--- src/rtl/adv_ctrl_pkg.sv ---
// Shared types for the adventure controller: FSM states, game result codes, move direction.
// Pure declarations, no latency; no flow control involved.
package adv_ctrl_pkg;

    typedef enum logic [2:0] {
        ST_RESTART = 3'd0,
        ST_IDLE    = 3'd1,
        ST_MOVE    = 3'd2,
        ST_SETTLE  = 3'd3,
        ST_DONE    = 3'd4
    } adv_ctrl_state_type;

    typedef enum logic [1:0] {
        RES_NONE    = 2'd0,
        RES_WIN     = 2'd1,
        RES_DIE     = 2'd2,
        RES_TIMEOUT = 2'd3
    } adv_result_type;

    typedef enum logic [1:0] {
        DIR_N = 2'd0,
        DIR_S = 2'd1,
        DIR_W = 2'd2,
        DIR_E = 2'd3
    } adv_dir_type;

    localparam int RESTART_CYCLES = 2;

    // press vector is {north, south, west, east}; north wins ties
    function automatic adv_dir_type pick_dir(input logic [3:0] press);
        if (press[3])      return DIR_N;
        else if (press[2]) return DIR_S;
        else if (press[1]) return DIR_W;
        else               return DIR_E;
    endfunction

endpackage

--- src/rtl/btn_edge.sv ---
// Rising-edge detector for one synchronised button level; press is combinational off the
// current level, history updates every cycle; no backpressure, presses are never held.
module btn_edge (
    input  logic clk_i,
    input  logic rst_ni,
    input  logic btn_i,
    output logic press_o
);

    logic prev_q;

    always_ff @(posedge clk_i or negedge rst_ni) begin
        if (!rst_ni) prev_q <= 1'b0;
        else         prev_q <= btn_i;
    end

    assign press_o = btn_i & ~prev_q;

endmodule

--- src/rtl/adventure_controller.sv ---
// Turns button presses into one-cycle move pulses for the room/sword game and tracks game end.
// Move pulse one cycle after the press edge; presses outside IDLE/DONE are dropped, never queued.
module adventure_controller
    import adv_ctrl_pkg::*;
#(
    parameter int MOVE_GAP  = 2,
    parameter int MAX_MOVES = 200
) (
    input  logic       clk,
    input  logic       reset,
    input  logic       btn_north,
    input  logic       btn_south,
    input  logic       btn_west,
    input  logic       btn_east,
    input  logic       win,
    input  logic       die,
    output logic       north,
    output logic       south,
    output logic       west,
    output logic       east,
    output logic       game_reset,
    output logic [7:0] move_count,
    output logic       game_over,
    output logic [1:0] result
);

    logic [3:0]         press;
    adv_ctrl_state_type state_q, state_d;
    adv_dir_type        dir_q, dir_d;
    adv_result_type     result_q, result_d;
    adv_result_type     end_res;
    logic [7:0]         count_q, count_d;
    logic [3:0]         settle_q, settle_d;
    logic               rst_cnt_q, rst_cnt_d;

    btn_edge u_edge_n (.clk_i(clk), .rst_ni(reset), .btn_i(btn_north), .press_o(press[3]));
    btn_edge u_edge_s (.clk_i(clk), .rst_ni(reset), .btn_i(btn_south), .press_o(press[2]));
    btn_edge u_edge_w (.clk_i(clk), .rst_ni(reset), .btn_i(btn_west),  .press_o(press[1]));
    btn_edge u_edge_e (.clk_i(clk), .rst_ni(reset), .btn_i(btn_east),  .press_o(press[0]));

    // End-of-game decision shared by IDLE and the last SETTLE cycle; win beats die beats timeout
    always_comb begin
        end_res = RES_NONE;
        if (win)                          end_res = RES_WIN;
        else if (die)                     end_res = RES_DIE;
        else if (count_q == 8'(MAX_MOVES)) end_res = RES_TIMEOUT;
    end

    always_comb begin
        state_d   = state_q;
        dir_d     = dir_q;
        result_d  = result_q;
        count_d   = count_q;
        settle_d  = settle_q;
        rst_cnt_d = rst_cnt_q;
        case (state_q)
            ST_RESTART: begin
                count_d  = 8'd0;
                result_d = RES_NONE;
                if (rst_cnt_q == 1'(RESTART_CYCLES - 1)) begin
                    rst_cnt_d = 1'b0;
                    state_d   = ST_IDLE;
                end else begin
                    rst_cnt_d = rst_cnt_q + 1'b1;
                end
            end
            ST_IDLE: begin
                if (end_res != RES_NONE) begin
                    result_d = end_res;
                    state_d  = ST_DONE;
                end else if (|press) begin
                    dir_d   = pick_dir(press);
                    count_d = (count_q == 8'hFF) ? count_q : count_q + 8'd1;
                    state_d = ST_MOVE;
                end
            end
            ST_MOVE: begin
                settle_d = 4'(MOVE_GAP - 1);
                state_d  = ST_SETTLE;
            end
            ST_SETTLE: begin
                if (settle_q != 4'd0) begin
                    settle_d = settle_q - 4'd1;
                end else if (end_res != RES_NONE) begin
                    result_d = end_res;
                    state_d  = ST_DONE;
                end else begin
                    state_d = ST_IDLE;
                end
            end
            ST_DONE: begin
                if (|press) begin
                    count_d   = 8'd0;
                    result_d  = RES_NONE;
                    rst_cnt_d = 1'b0;
                    state_d   = ST_RESTART;
                end
            end
            default: begin
                rst_cnt_d = 1'b0;
                state_d   = ST_RESTART;
            end
        endcase
    end

    always_ff @(posedge clk or negedge reset) begin
        if (!reset) begin
            state_q   <= ST_RESTART;
            dir_q     <= DIR_N;
            result_q  <= RES_NONE;
            count_q   <= 8'd0;
            settle_q  <= 4'd0;
            rst_cnt_q <= 1'b0;
        end else begin
            state_q   <= state_d;
            dir_q     <= dir_d;
            result_q  <= result_d;
            count_q   <= count_d;
            settle_q  <= settle_d;
            rst_cnt_q <= rst_cnt_d;
        end
    end

    // Outputs decode straight from state so an async reset drops them in the same cycle
    assign north      = (state_q == ST_MOVE) && (dir_q == DIR_N);
    assign south      = (state_q == ST_MOVE) && (dir_q == DIR_S);
    assign west       = (state_q == ST_MOVE) && (dir_q == DIR_W);
    assign east       = (state_q == ST_MOVE) && (dir_q == DIR_E);
    assign game_reset = (state_q == ST_RESTART);
    assign game_over  = (state_q == ST_DONE);
    assign move_count = count_q;
    assign result     = result_q;

endmodule

--- config.mk ---
export PLATFORM = sky130hd
export DESIGN_NAME = adventure_controller
export DESIGN_NICKNAME = d
export VERILOG_FILES = /design/src/rtl/adv_ctrl_pkg.sv /design/src/rtl/btn_edge.sv /design/src/rtl/adventure_controller.sv
export SDC_FILE = /design/constraint.sdc
export NUM_CORES = 1
export LEC_CHECK = 0
export CAP_MARGIN = 20
export CORE_MARGIN = 1
export CORE_UTILIZATION = 54
export CTS_BUF_LIST = sky130_fd_sc_hd__clkbuf_4 sky130_fd_sc_hd__clkbuf_8
export CTS_CLUSTER_SIZE = 25
export DETAILED_ROUTE_END_ITERATION = 12
export PLACE_DENSITY = 0.85
export SKIP_LAST_GASP = 1
export SLEW_MARGIN = 20
export SYNTH_ARGS = -nofsm -noshare
export SYNTH_HDL_FRONTEND = slang
export SYNTH_SLANG_ARGS = --single-unit
--- constraint.sdc ---
create_clock -name clk -period 2.4 [get_ports clk]
set_input_delay 0.72 -clock clk [delete_from_list [all_inputs] [get_ports clk]]
set_output_delay 0.72 -clock clk [all_outputs]
set_load 0.02 [all_outputs]
# Word-level counts from Yosys, hierarchy flattened
# Cells that the tools add are included.
# op_classes
addsub	3
n_eq_ne	17
muxes	27
bitwise_logic	10
n_reduce_logical	19
# ops
cell	n
8-bit two-way mux	4
8-bit case mux with 3 select lines	1
3-bit two-way mux	6
8-bit == test, second input constant	2
2-bit two-way mux	8
3-bit case mux with 5 select lines	1
2-bit != test, second input constant	5
8-bit by 1-bit adder with 8-bit output, second input constant	1
2-bit case mux with 4 select lines	1
4-bit case mux with 2 select lines	1
4-bit nonzero test	2
3-bit by 2-bit == test with 1-bit output, second input constant	2
1-bit NOT	6
3-bit AND reduction	2
5-bit AND reduction	1
1-bit bitwise AND	4
2-bit == test, second input constant	2
1-bit logical AND	4
4-bit two-way mux	1
2-bit by 1-bit != test with 1-bit output, second input constant	2
2-bit AND reduction	2
4-bit AND reduction	1
2-bit nonzero test	2
4-bit OR reduction	1
12 further kinds	14
# totals
reg_bits	24
inputBits	8
out_inout_bits	16
wordCells	86

# Depth between registers and ports, before layout
# logic_depth
ltp_word	8
ltp_mapped	9

# Cells and area by module
# From an unflattened synthesis, not the netlist that was laid out.
# unflattened
cells_unflattened	140
hier_area_um2	1327.5
# by_module_without_submodules
module	n_inst	cells_each	area_each_um2
adventure_controller	1	132	1172.4
btn_edge	4	2	38.8

# Least setup slack after synthesis
# No wires, ideal clock.
# synth_path
path_kind	reg-to-output
from	register state_q[2]
to	output port north
arrival_time_ns	1.496
required_ns	1.680
path_slack_ns	0.184
stages_incl_launch_ff	6
path_buffers	2
path_cell_list	dfrtp_1 > buf_6 > inv_1 > and3_1 > clkbuf_1 > nor3b_1
# synth_between
elab_chain_cells	2
# synth_lines
item	line_no	rtl
start, declared	adventure_controller.sv:28	adv_ctrl_state_type state_q, state_d;
start signal, assigned	adventure_controller.sv:115	state_q <= state_d;
3-bit by 2-bit == test with 1-bit output	adventure_controller.sv:125	assign north = (state_q == ST_MOVE) && (dir_q == DIR_N);
1-bit logical AND	adventure_controller.sv:125	
end, declared	adventure_controller.sv:17	output logic north,
# No other way between the ends.

# Worst setup path in the final report
# layout_path
from	register state_q[0]
to	output port east
# layout_between
elab_chain_cells	2
# layout_lines
item	line_no	rtl
3-bit by 2-bit == test with 1-bit output	adventure_controller.sv:128	assign east = (state_q == ST_MOVE) && (dir_q == DIR_E);
1-bit logical AND	adventure_controller.sv:128	
end, declared	adventure_controller.sv:20	output logic east,
# No other way between the ends.

==> results.json <==
{
  "finalClockSkew_ps": 1.629,
  "area_growth_pct": 25.38,
  "viasPerCell": 5.690,
  "cts_root_buf": "clkbuf_4",
  "pwr-share-clk": 0.203,
  "worst-path-buf-inv": 2,
  "reg2reg_depth": 6,
  "track_usage": 0.2511,
  "drt-initial-drc-count": 36,
  "ys_warn_count": 0,
  "holdWs_ps": 555.4,
  "path_clk_slew_ps": 140,
  "port-buffer-count": 23,
  "fp.dieH_um": 51.65,
  "finalCritPeriodShare": 0.9591,
  "drive_above_1_share": 0.1429,
  "route.met2.wl_um": 1420,
  "end_kind": "output pin",
  "cts_tree": "done",
  "grt_max_degree": 25,
  "leakage_nw": 0.7524,
  "final_common_cell": "dfrtp_1",
  "hpwl_um": 2101,
  "worst-endpoint-arrival_ps": 1580,
  "path_cells": "inv_1 -> and3_2 -> and3_1 -> dlygate4sd2_1",
  "grt-ovfl-total": 0,
  "pwr-share-seq": 0.385,
  "critPathMaxFanout": 5,
  "syn_nets": 153,
  "diodes": 0,
  "rows": 17,
  "p_sw_frac": 0.3689,
  "max_freq_ghz": 0.4344,
  "syn_area_mm2": 0.001331,
  "worstHoldStart": "result[1]$_DFFE_PN0P_",
  "switchingPower_uw": 545.5,
  "io-pin-count": 24,
  "mostFrequentLayoutCells": "dfrtp_1 (24), nand2_1 (19), clkdlybuf4s50_1 (17), nor2_1 (15), buf_4 (11)",
  "maxSlewHeadroom": 0.7137,
  "grt_pass1_vias": 1134,
  "synth_area_leaders": "dfrtp_1 (45%), nand2_1 (5.4%), nor2_1 (4.2%), o21ai_0 (3.4%), buf_6 (3.4%)",
  "timing.rr.end": "move_count[2]$_DFFE_PN0P_",
  "maxCapViolCount": 0,
  "place_area_mm2": 0.001630,
  "synth_async_sr_flop_share": 1.000,
  "clock-sinks": 24,
  "rsz0062_at_grt": "no",
  "start_kind": "register",
  "fp.dieW_um": 51.65,
  "place_ws_ps": 89.26,
  "fin_nets": 187,
  "drcViolationCount": 0,
  "synth_top_area_frac": 0.4511,
  "finalSetupViolations": 0,
  "critical_path_class": "register to output pin",
  "antenna_found_initial": 0,
  "drt_first_pass_iters": 4,
  "ant_nets": 0,
  "power_density_mw_per_mm2": 885.8,
  "synth_seq_cells": 24,
  "fin_crit_ps": 2302,
  "grt_pass1_wl_um": 4981,
  "fin_tns_setup_ps": 0,
  "hold_end": "result[1]$_DFFE_PN0P_",
  "final-hold-violation-count": 0,
  "core_area_mm2": 0.002276,
  "die-area_mm2": 0.002668,
  "clock_latency_ps": 320,
  "crit_family": "buffers and inverters",
  "vias": 1155,
  "tightest_slew_ps": 426.1,
  "slowest_stage": "dfrtp_1",
  "power_mw": 1.479,
  "drv_slew": 0,
  "synthCells": 142,
  "whs_path_depth": 2,
  "initial_utilization": 0.5849,
  "synth_edf_count": 0,
  "numCtsBuffers": 3,
  "synth_cell_types": 40,
  "intPower_uw": 933.0,
  "setup_slack_ps": 98.15,
  "synth_top_area_cell": "dfrtp_1",
  "vdd_drop_max_mv": 0.5643,
  "status": "finished, final reports clean",
  "routed-wl-met3_um": 106,
  "gp_congestion": 0.8798,
  "yosysSeqAreaShare": 0.4511,
  "wl_met1_um": 1361,
  "hold_class": "register to register",
  "clockBufferDepth": 2,
  "ctsHoldBuffers": 0,
  "avgRoutedWirePerCell_um": 14.47,
  "r2r_start": "move_count[5]$_DFFE_PN0P_",
  "ys.flop_type": "dfrtp_1",
  "final_cell_area_mm2": 0.001669,
  "wirelength_um": 2938,
  "avgSynthCellArea_um2": 9.375,
  "crit_required_ps": 1680,
  "critPathMaxStageDelay_ps": 410,
  "h-tree-depth": 1,
  "comb_power_share": 0.412,
  "regToRegSetupSlack_ps": 490,
  "highest-signal-layer": "met4"
}
-- synthesized netlist by cell type, drive strengths merged, types with 2 or more instances --
| cell | number |
|---|---|
| a21oi | 6 |
| and3 | 4 |
| buf | 4 |
| dfrtp | 24 |
| ha | 3 |
| inv | 10 |
| mux2i | 3 |
| nand2 | 19 |
| nand2b | 3 |
| nand3 | 6 |
| nor2 | 15 |
| nor3 | 4 |
| nor3b | 3 |
| o21ai | 10 |
| o22a | 3 |
| or3 | 2 |
| or3b | 2 |
| xnor2 | 3 |
-- per-stage QoR --
stage                     utilization  instances
after floorplan                     -        142
after global placement         0.7163        199
after detailed placement       0.7163        199
after CTS                      0.7361        203
after global routing           0.7334        203
final                          0.7334        203
-- worst max path at each step --
| stage | slack (ps) | cells past startpoint | from | to |
|---|---|---|---|---|
| floorplan | 180 | 5 | state_q[2]$_DFFE_PN0P_ | north |
| global route | 30 | 4 | state_q[0]$_DFFE_PN0P_ | east |
| finish | 100 | 4 | state_q[0]$_DFFE_PN0P_ | east |
| global placement | 120 | 6 | win | move_count[2]$_DFFE_PN0P_ |
| detailed placement | 90 | 7 | win | move_count[6]$_DFFE_PN0P_ |
| CTS | 20 | 4 | state_q[0]$_DFFE_PN0P_ | north |
-- power by group through the flow --
| stage | Sequential, mW | Combinational, mW | Clock, mW |
|---|---|---|---|
| 3_5_place_dp | 0.576 | 0.618 | 0 |
| 3_3_place_gp | 0.568 | 0.599 | 0 |
| 4_1_cts | 0.567 | 0.606 | 0.305 |
| 6_report | 0.569 | 0.609 | 0.300 |
| 5_1_grt | 0.581 | 0.669 | 0.316 |
| 2_1_floorplan | 0.579 | 0.402 | 0 |
-- registers in the layout, summed over array words and instances (netlist names) --
name and cells:
result 2, u_edge_s.prev_q 1, move_count 8, state_q 3, u_edge_n.prev_q 1, settle_q 4, u_edge_e.prev_q 1, u_edge_w.prev_q 1
dir_q 2, rst_cnt_q 1
-- final cells by class --
class	instances	area, µm²
multi-input cells	103	645.6
well taps	28	35.03
fillers	164	606.8
inverters	10	37.54
flip-flops and latches	24	600.6
repair buffers	34	297.8
clock inverters	1	30.03
clock buffers	3	22.52
-- worst min-delay path, delay by kind of cell, from the launching register on --
kind / cells / cell delay [ps]
flops: 1 / 410
simple gates: 1 / 60
mux: 1 / 60
-- repair_timing --
item | 4_1_cts | 5_1_grt
setup endpoints to repair | 6 | 3
resized for setup | 6 | 6
gates cloned | 0 | 0
buffers inserted | 0 | 0
-- kinds of logic (layout without fill, tap and decap cells) --
| group | after synthesis | count (layout) | share of synthesized area |
|---|---|---|---|
| buf+inv | 15 | 48 | 0.06484 |
| compound gates | 30 | 30 | 0.1598 |
| flops | 24 | 24 | 0.4511 |
| simple gates | 64 | 64 | 0.2538 |
| fa+ha+maj | 3 | 3 | 0.02820 |
| mux | 3 | 3 | 0.02256 |
| xor+xnor | 3 | 3 | 0.01974 |
-- per-layer routing --
metal / up-vias / track usage
li1: 558 / -
met1: 557 / 0.3189
met2: 36 / 0.4307
met3: 4 / 0.03216
met4: 0 / 0.09910
met5: - / 0
(Power assumes the default switching activity.)
